--- src/rtl/dps_utim64_pkg.sv ---
// Shared definitions for the UTIM64 timer unit: state encoding, DQM half
// indices and the wrap constant, reused by the comparator counters.
package dps_utim64_pkg;

  typedef enum logic {
    UTIM64_ST_STOP = 1'b0,
    UTIM64_ST_RUN  = 1'b1
  } utim64_state_e;

  localparam logic UTIM64_DQM_LO = 1'b0;
  localparam logic UTIM64_DQM_HI = 1'b1;

  localparam logic [63:0] UTIM64_COUNT_MAX = 64'hFFFF_FFFF_FFFF_FFFF;

endpackage

--- src/rtl/dps_utim64_prescaler.sv ---
// Prescaler for the UTIM64 main counter: emits a one-cycle tick every DIV+1
// clocks while running.
module dps_utim64_prescaler #(
  parameter int unsigned P_DIV_WIDTH = 16
) (
  input  logic                   iCLOCK,
  input  logic                   inRESET,
  input  logic                   iRUN,
  input  logic                   iCLEAR,
  input  logic [P_DIV_WIDTH-1:0] iDIV,
  output logic                   oTICK
);

  logic [P_DIV_WIDTH-1:0] psc_q, psc_d;
  logic                   hit;

  always_comb begin
    hit   = (psc_q == iDIV);
    // A clear (config write or load) restarts the period and swallows any due tick.
    oTICK = iRUN & ~iCLEAR & hit;
    if (!iRUN || iCLEAR || hit) begin
      psc_d = '0;
    end else begin
      psc_d = psc_q + {{(P_DIV_WIDTH-1){1'b0}}, 1'b1};
    end
  end

  always_ff @(posedge iCLOCK or negedge inRESET) begin
    if (!inRESET) begin
      psc_q <= '0;
    end else begin
      psc_q <= psc_d;
    end
  end

endmodule

--- src/rtl/dps_utim64_main_counter.sv ---
// UTIM64 free-running 64-bit main timer: run/stop FSM, masked load, sticky
// overflow with IRQ and a coherent snapshot for 32-bit bus reads.
module dps_utim64_main_counter
  import dps_utim64_pkg::*;
#(
  parameter int unsigned P_DIV_WIDTH = 16
) (
  input  logic                   iCLOCK,
  input  logic                   inRESET,
  input  logic                   iCONF_WRITE,
  input  logic                   iCONF_ENA,
  input  logic                   iCONF_IRQENA,
  input  logic [P_DIV_WIDTH-1:0] iCONF_DIV,
  input  logic                   iCOUNT_WRITE,
  input  logic [1:0]             inCOUNT_DQM,
  input  logic [63:0]            iCOUNT_COUNTER,
  input  logic                   iOVF_CLEAR,
  input  logic                   iSNAP_REQ,
  output logic                   oWORKING,
  output logic [63:0]            oCOUNT,
  output logic                   oOVF,
  output logic                   oIRQ,
  output logic [63:0]            oSNAP_COUNT,
  output logic                   oSNAP_VALID
);

  utim64_state_e          state_q, state_d;
  logic                   enable_q, irqena_q;
  logic [P_DIV_WIDTH-1:0] div_q;
  logic [63:0]            count_q, count_d;
  logic                   ovf_q, ovf_d;
  logic [63:0]            snap_q;
  logic                   snap_valid_q;
  logic                   run, tick;

  // Ticks stop as soon as enable drops, one cycle before the FSM reaches STOP.
  assign run = (state_q == UTIM64_ST_RUN) && enable_q;

  dps_utim64_prescaler #(
    .P_DIV_WIDTH (P_DIV_WIDTH)
  ) u_prescaler (
    .iCLOCK (iCLOCK),
    .inRESET(inRESET),
    .iRUN   (run),
    .iCLEAR (iCONF_WRITE | iCOUNT_WRITE),
    .iDIV   (div_q),
    .oTICK  (tick)
  );

  always_comb begin
    state_d = state_q;
    unique case (state_q)
      UTIM64_ST_STOP: if (enable_q)  state_d = UTIM64_ST_RUN;
      UTIM64_ST_RUN:  if (!enable_q) state_d = UTIM64_ST_STOP;
    endcase
  end

  always_comb begin
    count_d = count_q;
    if (iCOUNT_WRITE) begin
      if (!inCOUNT_DQM[UTIM64_DQM_LO]) count_d[31:0]  = iCOUNT_COUNTER[31:0];
      if (!inCOUNT_DQM[UTIM64_DQM_HI]) count_d[63:32] = iCOUNT_COUNTER[63:32];
    end else if (tick) begin
      count_d = count_q + 64'd1;
    end
    // Set beats a same-cycle clear.
    ovf_d = (tick && (count_q == UTIM64_COUNT_MAX)) || (ovf_q && !iOVF_CLEAR);
  end

  always_ff @(posedge iCLOCK or negedge inRESET) begin
    if (!inRESET) begin
      state_q      <= UTIM64_ST_STOP;
      enable_q     <= 1'b0;
      irqena_q     <= 1'b0;
      div_q        <= '0;
      count_q      <= '0;
      ovf_q        <= 1'b0;
      snap_q       <= '0;
      snap_valid_q <= 1'b0;
    end else begin
      state_q      <= state_d;
      count_q      <= count_d;
      ovf_q        <= ovf_d;
      snap_valid_q <= iSNAP_REQ;
      if (iCONF_WRITE) begin
        enable_q <= iCONF_ENA;
        irqena_q <= iCONF_IRQENA;
        div_q    <= iCONF_DIV;
      end
      if (iSNAP_REQ) begin
        snap_q <= count_q;
      end
    end
  end

  assign oWORKING    = (state_q == UTIM64_ST_RUN);
  assign oCOUNT      = count_q;
  assign oOVF        = ovf_q;
  assign oIRQ        = irqena_q & ovf_q;
  assign oSNAP_COUNT = snap_q;
  assign oSNAP_VALID = snap_valid_q;

endmodule

--- config.mk ---
export PLATFORM = sky130hd
export DESIGN_NAME = dps_utim64_main_counter
export DESIGN_NICKNAME = d
export VERILOG_FILES = /design/src/rtl/dps_utim64_pkg.sv /design/src/rtl/dps_utim64_prescaler.sv /design/src/rtl/dps_utim64_main_counter.sv
export SDC_FILE = /design/constraint.sdc
export NUM_CORES = 1
export LEC_CHECK = 0
export CORE_AREA = 5 5 133 135
export CTS_CLUSTER_SIZE = 24
export DETAILED_ROUTE_END_ITERATION = 8
export DIE_AREA = 0 0 138 140
export GPL_ROUTABILITY_DRIVEN = 0
export GPL_TIMING_DRIVEN = 0
export PLACE_DENSITY = 0.95
export SLEW_MARGIN = 0
export SYNTH_ARGS = -nofsm -noshare
export SYNTH_HDL_FRONTEND = slang
export SYNTH_SLANG_ARGS = --single-unit
export TNS_END_PERCENT = 100
--- constraint.sdc ---
create_clock -name iCLOCK -period 3.8 [get_ports iCLOCK]
set_input_delay 0.95 -clock iCLOCK [delete_from_list [all_inputs] [get_ports iCLOCK]]
set_output_delay 0.95 -clock iCLOCK [all_outputs]
set_load 0.1 [all_outputs]
# == Word-level counts from Yosys, hierarchy flattened ==
# Cells that the tools add are included.
# W data, S select, Z words.
# totals
ff_bits,165
latch_bits,0
ram_bits,0
mem_bits_ro,0
in_bits,90
output_inout_bits,132
word_cells,38
memories,0
# op_classes
n_addsub,2
n_mul,0
div_mod_pow,0
n_lt_le_gt_ge,0
n_eq_ne,4
shifts,0
mux,6
bitwise_logic,5
n_reduce_logical,11
# op_table
op,n
$mux W64,2
$add A64 B1 Y64 const B,1
$eq A64 B64 Y1 const B,1
$mux W32,2
$add A16 B1 Y16 const B,1
$eq A16 B16 Y1,1
$mux W16,1
$ne A2 B2 Y1 const B,2
$reduce_and A2 Y1,2
$and A1 B1 Y1,3
$logic_and A1 B1 Y1,3
$logic_or A1 B1 Y1,3
$logic_not A1 Y1,2
$reduce_bool A2 Y1,1
$mux W1,1
$not A1 Y1,1
$or A1 B1 Y1,1

# == Longest topological paths before layout ==
# Gate-level depths: netlist of run 1.
# depth
ltp_word,6
depth_mapped,8

# == By module ==
# Synthesis of run 1 repeated with hierarchy kept, for this count alone.
# hier_totals
hier_cells,849
area_unflattened_um2,8627.0
# modules_own_cells
mod,n_inst,cells_each,area_each_um2
dps_utim64_main_counter,1,748,7624.8
dps_utim64_prescaler,1,101,1002.2

# == Worst setup path after synthesis of run 1 ==
# Ideal clock, no wire load.
# synth_path
path_kind,flip-flop to flip-flop
startpoint,register count_q[2] (netlist: oCOUNT[2])
endpoint,register count_q[31] (netlist: oCOUNT[31])
setup_time_ns,0.126
arrival_ns,2.841
t_required_ns,3.674
slack_ns,0.833
path_stages_with_launch,8
n_path_buf,1
synth_period_minus_slack_ns,2.967
cell_sequence,dfrtp_1 -> buf_2 -> nand4_4 -> nor4_4 -> nand4_2 -> nor3_1 -> o21ai_0 -> a221o_1
# synth_via
elab_chain_cells,3
# synth_rtl
element,line,rtl
start: declaration,dps_utim64_main_counter.sv:30,"logic [63:0] count_q, count_d;"
start signal: assignment,dps_utim64_main_counter.sv:82,count_q <= count_d;
$add A64 B1 Y64,dps_utim64_main_counter.sv:64,count_d = count_q + 64'd1;
$mux W64,dps_utim64_main_counter.sv:63,end else if (tick) begin
$mux W64,dps_utim64_main_counter.sv:60,if (iCOUNT_WRITE) begin
# No other way between the ends. The select of a mux whose other input is x is not followed.
# A chain may end at the register's enable or synchronous reset.

# == Worst setup path in the final report of run 1 ==
# layout_path
startpoint,input port iCOUNT_WRITE
endpoint,register count_q[20] (netlist: oCOUNT[20])
# layout_via
elab_chain_cells,6
# layout_rtl
element,line,rtl
start: declaration,dps_utim64_main_counter.sv:14,"input logic iCOUNT_WRITE,"
$or A1 B1 Y1,dps_utim64_main_counter.sv:45,".iCLEAR (iCONF_WRITE | iCOUNT_WRITE),"
$not A1 Y1,dps_utim64_prescaler.sv:20,oTICK = iRUN & ~iCLEAR & hit;
$and A1 B1 Y1 (2 in a row),dps_utim64_prescaler.sv:20,
$reduce_bool A2 Y1 (no line),n/a,
$reduce_and A2 Y1 (no line),n/a,
# Parallel ways exist; a longest one is shown, timed or not.

==> metrics.md, run 1 <==
| Metric | Value |
|---|---|
| Clk Latency, worst-skew pair | `440 ps` |
| Antenna Nets Post-Route | `0` |
| Die ar. | `19320 um2` |
| CP bufs+invs | `2` |
| Syn Std Cell Area | `8498 um2` |
| Postcts setup bufs | `0` |
| Max Clk Rate | `0.2670 GHz` |
| Share of cells above drive strength 1 | `0.1426` |
| Final WS setup | `54.97 ps` |
| Slew margin rel. | `0.2174` |
| Multi-input logic area | `4094 um2` |
| Vias/cell | `6.364` |
| Fin. Hold Viols | `0` |
| Seq/Total Area, Yosys | `0.4859` |
| Final setup viols | `0` |
| Critical-path cell list | `clkbuf_1 > nor3_1 > and3_1 > clkbuf_1 > nand2_1 > o41ai_1 > a21oi_1` |
| Synth Instances | `801` |
| Number of global-route vias before repair | `8407` |
| FILL cells | `1182` |
| Nets@finish | `1132` |
| Power Density | `602.9 nW/um2` |
| Final Max Slew Viols | `0` |
| Commonest non-fill, non-tap cell in the layout | `clkdlybuf4s50_1` |
| Slowest stage delay, CP | `1000 ps` |
| RSZ-0062 raised after global routing | `false` |
| Sequential cell area | `4129 um2` |
| # H-tree levels | `4` |
| Synthesized area per cell | `10.61 um2` |
| CP delay by family, top | `simple AND/OR/NAND/NOR gates` |
| Hold endpoint | `oWORKING$_DFF_PN0_` |
| Total number of vias | `8095` |
| P_sw | `3167 uW` |
| Crit path max-delay cell type | `nor3_1` |
| Clock buffer depth | `2` |
| RR Startpoint | `enable_q$_DFFE_PN0P_` |
| Most frequent cells in the layout | `218 x clkdlybuf4s50_1, 165 x dfrtp_1, 83 x mux2_2, 54 x nor2_1, 47 x nand2_1` |
| Placement Cell Area | `11000 um2` |
| CTS tree | `built` |
| First-pass GRT wire length | `46520 um` |
| Clock sink count | `165` |
| Dpl hpwl | `21030 um` |
| Ys flop type | `dfrtp_1` |
| Setup WS pre-CTS | `-141.6 ps` |
| Count of flip-flops with a built-in enable after synthesis | `0` |
| Mapped Nets | `893` |
| CTS buffer count | `17` |
| WHS | `405.3 ps` |
| DR WL/cell | `23.11 um` |
| FF-to-FF path depth | `7` |
| Leakage power | `0.004562 uW` |
| Period utilisation layout | `0.9855` |
| Antenna violations before repair | `1` |
| Comb pwr share | `0.414` |
| IO Pins | `222` |
| Sequential Power Share | `0.326` |
| Setup crit end kind | `register` |
| Routed WL | `29400 um` |
| Die extent in y | `140 um` |
| Initial Utilization | `0.5198` |
| Drt pass-1 iters | `6` |
| Die width | `138 um` |
| Number of max-cap violations | `0` |
| 1st-iter DRT viols | `1010` |
| Clk root buf | `clkbuf_16` |
| Clock power frac | `0.260` |
| Asr flop ratio synth | `1.000` |
| Hold Path Depth | `0` |
| Final Skew | `8.211 ps` |
| Int Power | `3831 uW` |
| Total gr overflow | `0` |
| Status | `completed` |
| Seq cells post-synth | `165` |
| Reg2reg setup slack | `510 ps` |
| Worst VDD drop | `0.4303 mV` |
| P&R area growth vs syn | `36.60%` |
| Clock Pin Slew Worst Setup and Hold Paths | `60 ps` |
| CTS Hold Bufs | `0` |
| Critical Path Fanout Max | `9` |
| GRT Util Overall | `0.3014` |
| Port buffer count | `219` |
| Worst setup SP type | `input port` |
| HP Start | `enable_q$_DFFE_PN0P_` |
| Post_cts resized | `0` |
| Critical path class | `in2reg` |
| Reg2Reg Capture Point | `oCOUNT[20]$_DFFE_PN0P_` |
| Yosys warning count | `0` |
| Core footprint | `16350 um2` |
| Synth cell types | `63` |
| DP Cell Count | `1241` |
| Worst EP arrival | `4040 ps` |
| Core Rows | `47` |
| Cell mode on critical path | `clkbuf_1` |
| Largest net degree at the start of global routing | `98` |
| Inserted Diodes | `0` |
| Worst min-delay path category | `reg2reg` |
| Residual DRC | `0` |
| Switching share of total power | `0.4525` |
| Worst path required time | `4090 ps` |
| Actual slew at the worst max-slew pin | `1165 ps` |
| Post-layout min period | `3745 ps` |
| Final non-filler cell total | `1272` |
| Cell area after layout | `11610 um2` |
state kept, by name, summed over array words and instances, names as in the netlist:
signal and count:
oCOUNT 64, oSNAP_VALID 1, enable_q 1, irqena_q 1, oOVF 1, oSNAP_COUNT 64, oWORKING 1, div_q 16
u_prescaler.psc_q 16
cell families (layout without fill, tap and decap cells):
| group | after synthesis | in the layout | share of synthesized area |
|---|---|---|---|
| muxes | 91 | 91 | 0.1194 |
| buffers and inverters | 63 | 314 | 0.03239 |
| adders and majority gates | 2 | 2 | 0.002944 |
| xor gates and xnor gates | 60 | 60 | 0.06184 |
| AOI/OAI and AO/OA | 145 | 145 | 0.1125 |
| and+or+nand+nor | 275 | 275 | 0.1851 |
| DFF | 165 | 165 | 0.4859 |
cells in the mapped netlist, types with 7 or more instances:
cell      number  area, um2
a21oi_1       35      175.2
clkbuf_1      35      131.4
xor2_1        28      245.2
inv_1         14      52.55
nand3_1       28      140.1
and2_1         7      43.79
a22oi_1        7      52.55
nor2_1        54      202.7
nand4_1       33      206.5
a211oi_1       9      67.56
xnor2_1       32      280.3
nor4_2        11      137.6
and3_1        17      106.4
nor4_1        25      156.4
o21ai_0       22      110.1
mux2_2        83      934.7
a21o_1         7      52.55
mux2i_1        8      80.08
o22ai_1       26      162.7
dfrtp_1      165       4129
nor3_1        27      135.1
nand2_1       47      176.4
power groups by stage:
stage          combinational (uW)  clock, uW  sequential [uW]
6_report                     2900       1820             2280
5_1_grt                      2980       1910             2320
4_1_cts                      2900       1830             2280
3_5_place_dp                 2880          0             2300
3_3_place_gp                 2850          0             2280
2_1_floorplan                 447          0             3920
layout make-up:
type	count	share of cell area
sequential	165	0.3557
buffer	49	0.01919
multi-input combinational	573	0.3527
timing repair buffer	220	0.1916
tap	220	0.02371
inverter	14	0.004527
clock buffer	24	0.04236
clock inverter	7	0.01024
layer usage:
layer	global-route usage	routed length, um
met5	0	13
met4	0.1492	1566
met3	0.09577	3478
met2	0.4710	13380
met1	0.3805	10970
per-stage QoR:
| step | utilization | power [uW] | TNS (ps) |
|---|---|---|---|
| 3_5_place_dp | 0.6727 | 5188 | -168.7 |
| 4_1_cts | 0.7101 | 7002 | 0 |
| 5_1_grt | 0.7101 | 7213 | 0 |
| 6_report | 0.7101 | 6998 | 0 |
| 2_1_floorplan | - | 4364 | 0 |
| 3_3_place_gp | 0.6707 | 5128 | -819390 |
worst max path at each step:
stage                                startpoint                           to  slack (ps)  cells past startpoint
after floorplan           oCOUNT[2]$_DFFE_PN0P_       oCOUNT[31]$_DFFE_PN0P_         830                      7
after global placement                  inRESET  oSNAP_COUNT[11]$_DFFE_PN0P_       -4980                      1
after detailed placement           iCOUNT_WRITE       oCOUNT[20]$_DFFE_PN0P_        -140                      7
after CTS                          iCOUNT_WRITE       oCOUNT[20]$_DFFE_PN0P_         260                      7
after global routing               iCOUNT_WRITE       oCOUNT[20]$_DFFE_PN0P_          90                      7
final                              iCOUNT_WRITE       oCOUNT[20]$_DFFE_PN0P_          50                      7
Note: power is estimated with default switching activity, not from simulation.
==> run 2, diff against run 1 <==
Settings changed: CTS_BUF_LIST set to sky130_fd_sc_hd__clkbuf_2 sky130_fd_sc_hd__clkbuf_4 sky130_fd_sc_hd__clkbuf_8, RECOVER_POWER set to 25, SKIP_CTS_REPAIR_TIMING set to 1.
==> run 2 against run 1 <==
The run now ends with max-capacitance violations, max-slew violations left. Clock skew up 3.8 ps. Sequential share of layout area up 0.59 points. Combinational power about the same. Critical path depth unchanged. Via count down 0.94%. Die area unchanged. Sequential cell count unchanged. Non-clock buffer count unchanged. Maximum frequency up 6.2%. First-iteration DRC count down 2.2%. Critical endpoint unchanged.
==> metrics.md, run 2 (synthesis gave the netlist of run 1 again) <==
| Metric | Value |
|---|---|
| Status | `complete, but fails checks` |
| Failing checks | `max-capacitance violations, max-slew violations` |
| Port buffer count | `219` |
| Clk root buf | `clkbuf_8` |
| CTS tree | `built` |
| Critical Path Fanout Max | `9` |
| Final setup viols | `0` |
| Max Clk Rate | `0.2837 GHz` |
| Clock Pin Slew Worst Setup and Hold Paths | `90 ps` |
| Final non-filler cell total | `1272` |
| Reg2Reg Capture Point | `oCOUNT[58]$_DFFE_PN0P_` |
| Worst path required time | `4130 ps` |
| First-pass GRT wire length | `46060 um` |
| Share of cells above drive strength 1 | `0.1454` |
| Leakage power | `0.004484 uW` |
| Clk Latency, worst-skew pair | `470 ps` |
| Number of max-cap violations | `1` |
| Crit path max-delay cell type | `nor3_1` |
| Die width | `138 um` |
| Cell mode on critical path | `clkbuf_1` |
| Number of global-route vias before repair | `8317` |
| Routed WL | `28980 um` |
| Power Density | `575.2 nW/um2` |
| Clock buffer depth | `2` |
| Critical path depth | `7` |
| 1st-iter DRT viols | `988` |
| Period utilisation layout | `0.9278` |
| Worst EP arrival | `3860 ps` |
| Worst min-delay path category | `reg2reg` |
| Critical-path cell list | `clkbuf_1 > nor3_1 > and3_1 > clkbuf_1 > nand2_1 > o41ai_1 > a21oi_1` |
| CTS buffer count | `17` |
| Most frequent cells in the layout | `209 x clkdlybuf4s50_1, 165 x dfrtp_1, 83 x mux2_2, 54 x nor2_1, 47 x nand2_1` |
| CP delay by family, top | `simple AND/OR/NAND/NOR gates` |
| Critical path class | `in2reg` |
| Final Skew | `12.00 ps` |
| Slowest stage delay, CP | `970 ps` |
| Vias/cell | `6.304` |
| RR Startpoint | `oCOUNT[0]$_DFFE_PN0P_` |
| Core footprint | `16350 um2` |
| Residual DRC | `0` |
| DR WL/cell | `22.78 um` |
| Total gr overflow | `0` |
| Clock sink count | `165` |
| Die extent in y | `140 um` |
| Actual slew at the worst max-slew pin | `1824 ps` |
| Final Max Slew Viols | `69` |
| Post-layout min period | `3525 ps` |
| GRT Util Overall | `0.2972` |
| Reg2reg setup slack | `580 ps` |
| Setup crit end kind | `register` |
| FF-to-FF path depth | `8` |
| IO Pins | `222` |
| Core Rows | `47` |
| Initial Utilization | `0.5198` |
| Slew margin rel. | `-0.2159` |
| Commonest non-fill, non-tap cell in the layout | `clkdlybuf4s50_1` |
| Worst setup SP type | `input port` |
| RSZ-0062 raised after global routing | `false` |
| Die ar. | `19320 um2` |
| DP Cell Count | `1241` |
| Setup crit start | `iCOUNT_WRITE` |
| Total number of vias | `8019` |
| # H-tree levels | `4` |
| Inserted Diodes | `0` |
| Largest net degree at the start of global routing | `98` |
| Antenna Nets Post-Route | `0` |
| P&R area growth vs syn | `34.36%` |
| Drt pass-1 iters | `6` |
| End-of-flow core utilization | `0.6985` |
| Antenna violations before repair | `1` |
| Nets@finish | `1132` |
| Dpl hpwl | `21030 um` |
| Fin. Hold Viols | `0` |
| Worst VDD drop | `0.4176 mV` |
| CP bufs+invs | `2` |
| Worst Setup EP | `oCOUNT[20]$_DFFE_PN0P_` |
[run 2: cell types whose count changed in the layout (fill, tap and decap cells not counted), sizes merged]
cell and delta:
clkdlybuf4s50 -9, dlygate4sd3 +9, buf -1, clkbuf +1
[run 2: area by class of cell]
| cell class | count | area [um2] |
|---|---|---|
| Buffer | 49 | 222.7 |
| Clock buffer | 24 | 311.5 |
| Clock inverter | 7 | 118.9 |
| Fill cell | 1217 | 4930 |
| Inverter | 14 | 52.55 |
| Multi-Input combinational cell | 573 | 4094 |
| Sequential cell | 165 | 4129 |
| Tap cell | 220 | 275.3 |
| Timing Repair Buffer | 220 | 2215 |
[run 2: per-layer routing]
layer | part of all wire | GRT usage | up-vias
li1 | - | - | 3443
met1 | 0.38 | 0.3802 | 3819
met2 | 0.46 | 0.4550 | 619
met3 | 0.12 | 0.09986 | 136
met4 | 0.047 | 0.1461 | 2
met5 | 0.00066 | 0 | -
[run 2: worst min-delay path by stage]
stage                         startpoint            endpoint  slack [ps]  cells after the start
global placement    enable_q$_DFFE_PN0P_  oWORKING$_DFF_PN0_         380                      0
finish              enable_q$_DFFE_PN0P_  oWORKING$_DFF_PN0_         410                      0
global route        enable_q$_DFFE_PN0P_  oWORKING$_DFF_PN0_         430                      0
CTS                 enable_q$_DFFE_PN0P_  oWORKING$_DFF_PN0_         410                      0
floorplan           enable_q$_DFFE_PN0P_  oWORKING$_DFF_PN0_         370                      0
detailed placement  enable_q$_DFFE_PN0P_  oWORKING$_DFF_PN0_         390                      0
[run 2: power by group]
group,switching (uW),internal [uW],total (uW)
clock network,657,740,1400
registers,278,2000,2280
logic,2170,723,2890
[run 2: through the flow]
step                worst slack, ps  setup TNS (ps)  power, uW  hold WS, ps  area [um2]
floorplan                     832.9               0       4364        370.1        8498
detailed placement           -141.6          -168.7       5188        388.9       11000
CTS                           369.7               0       6575        410.7       11430
global placement              -4975         -819390       5128        381.5       10970
global route                  144.8               0       6785        433.8       11420
finish                        274.5               0       6568        413.2       11420
[run 2: worst reg2reg max path: cells and delay by family (launching register included)]
| kind | cells | cell delay, ps |
|---|---|---|
| buffers and inverters | 1 | 320 |
| AOI/OAI and AO/OA | 2 | 430 |
| and+or+nand+nor | 4 | 1650 |
| adders and majority gates | 1 | 240 |
| DFF | 1 | 480 |
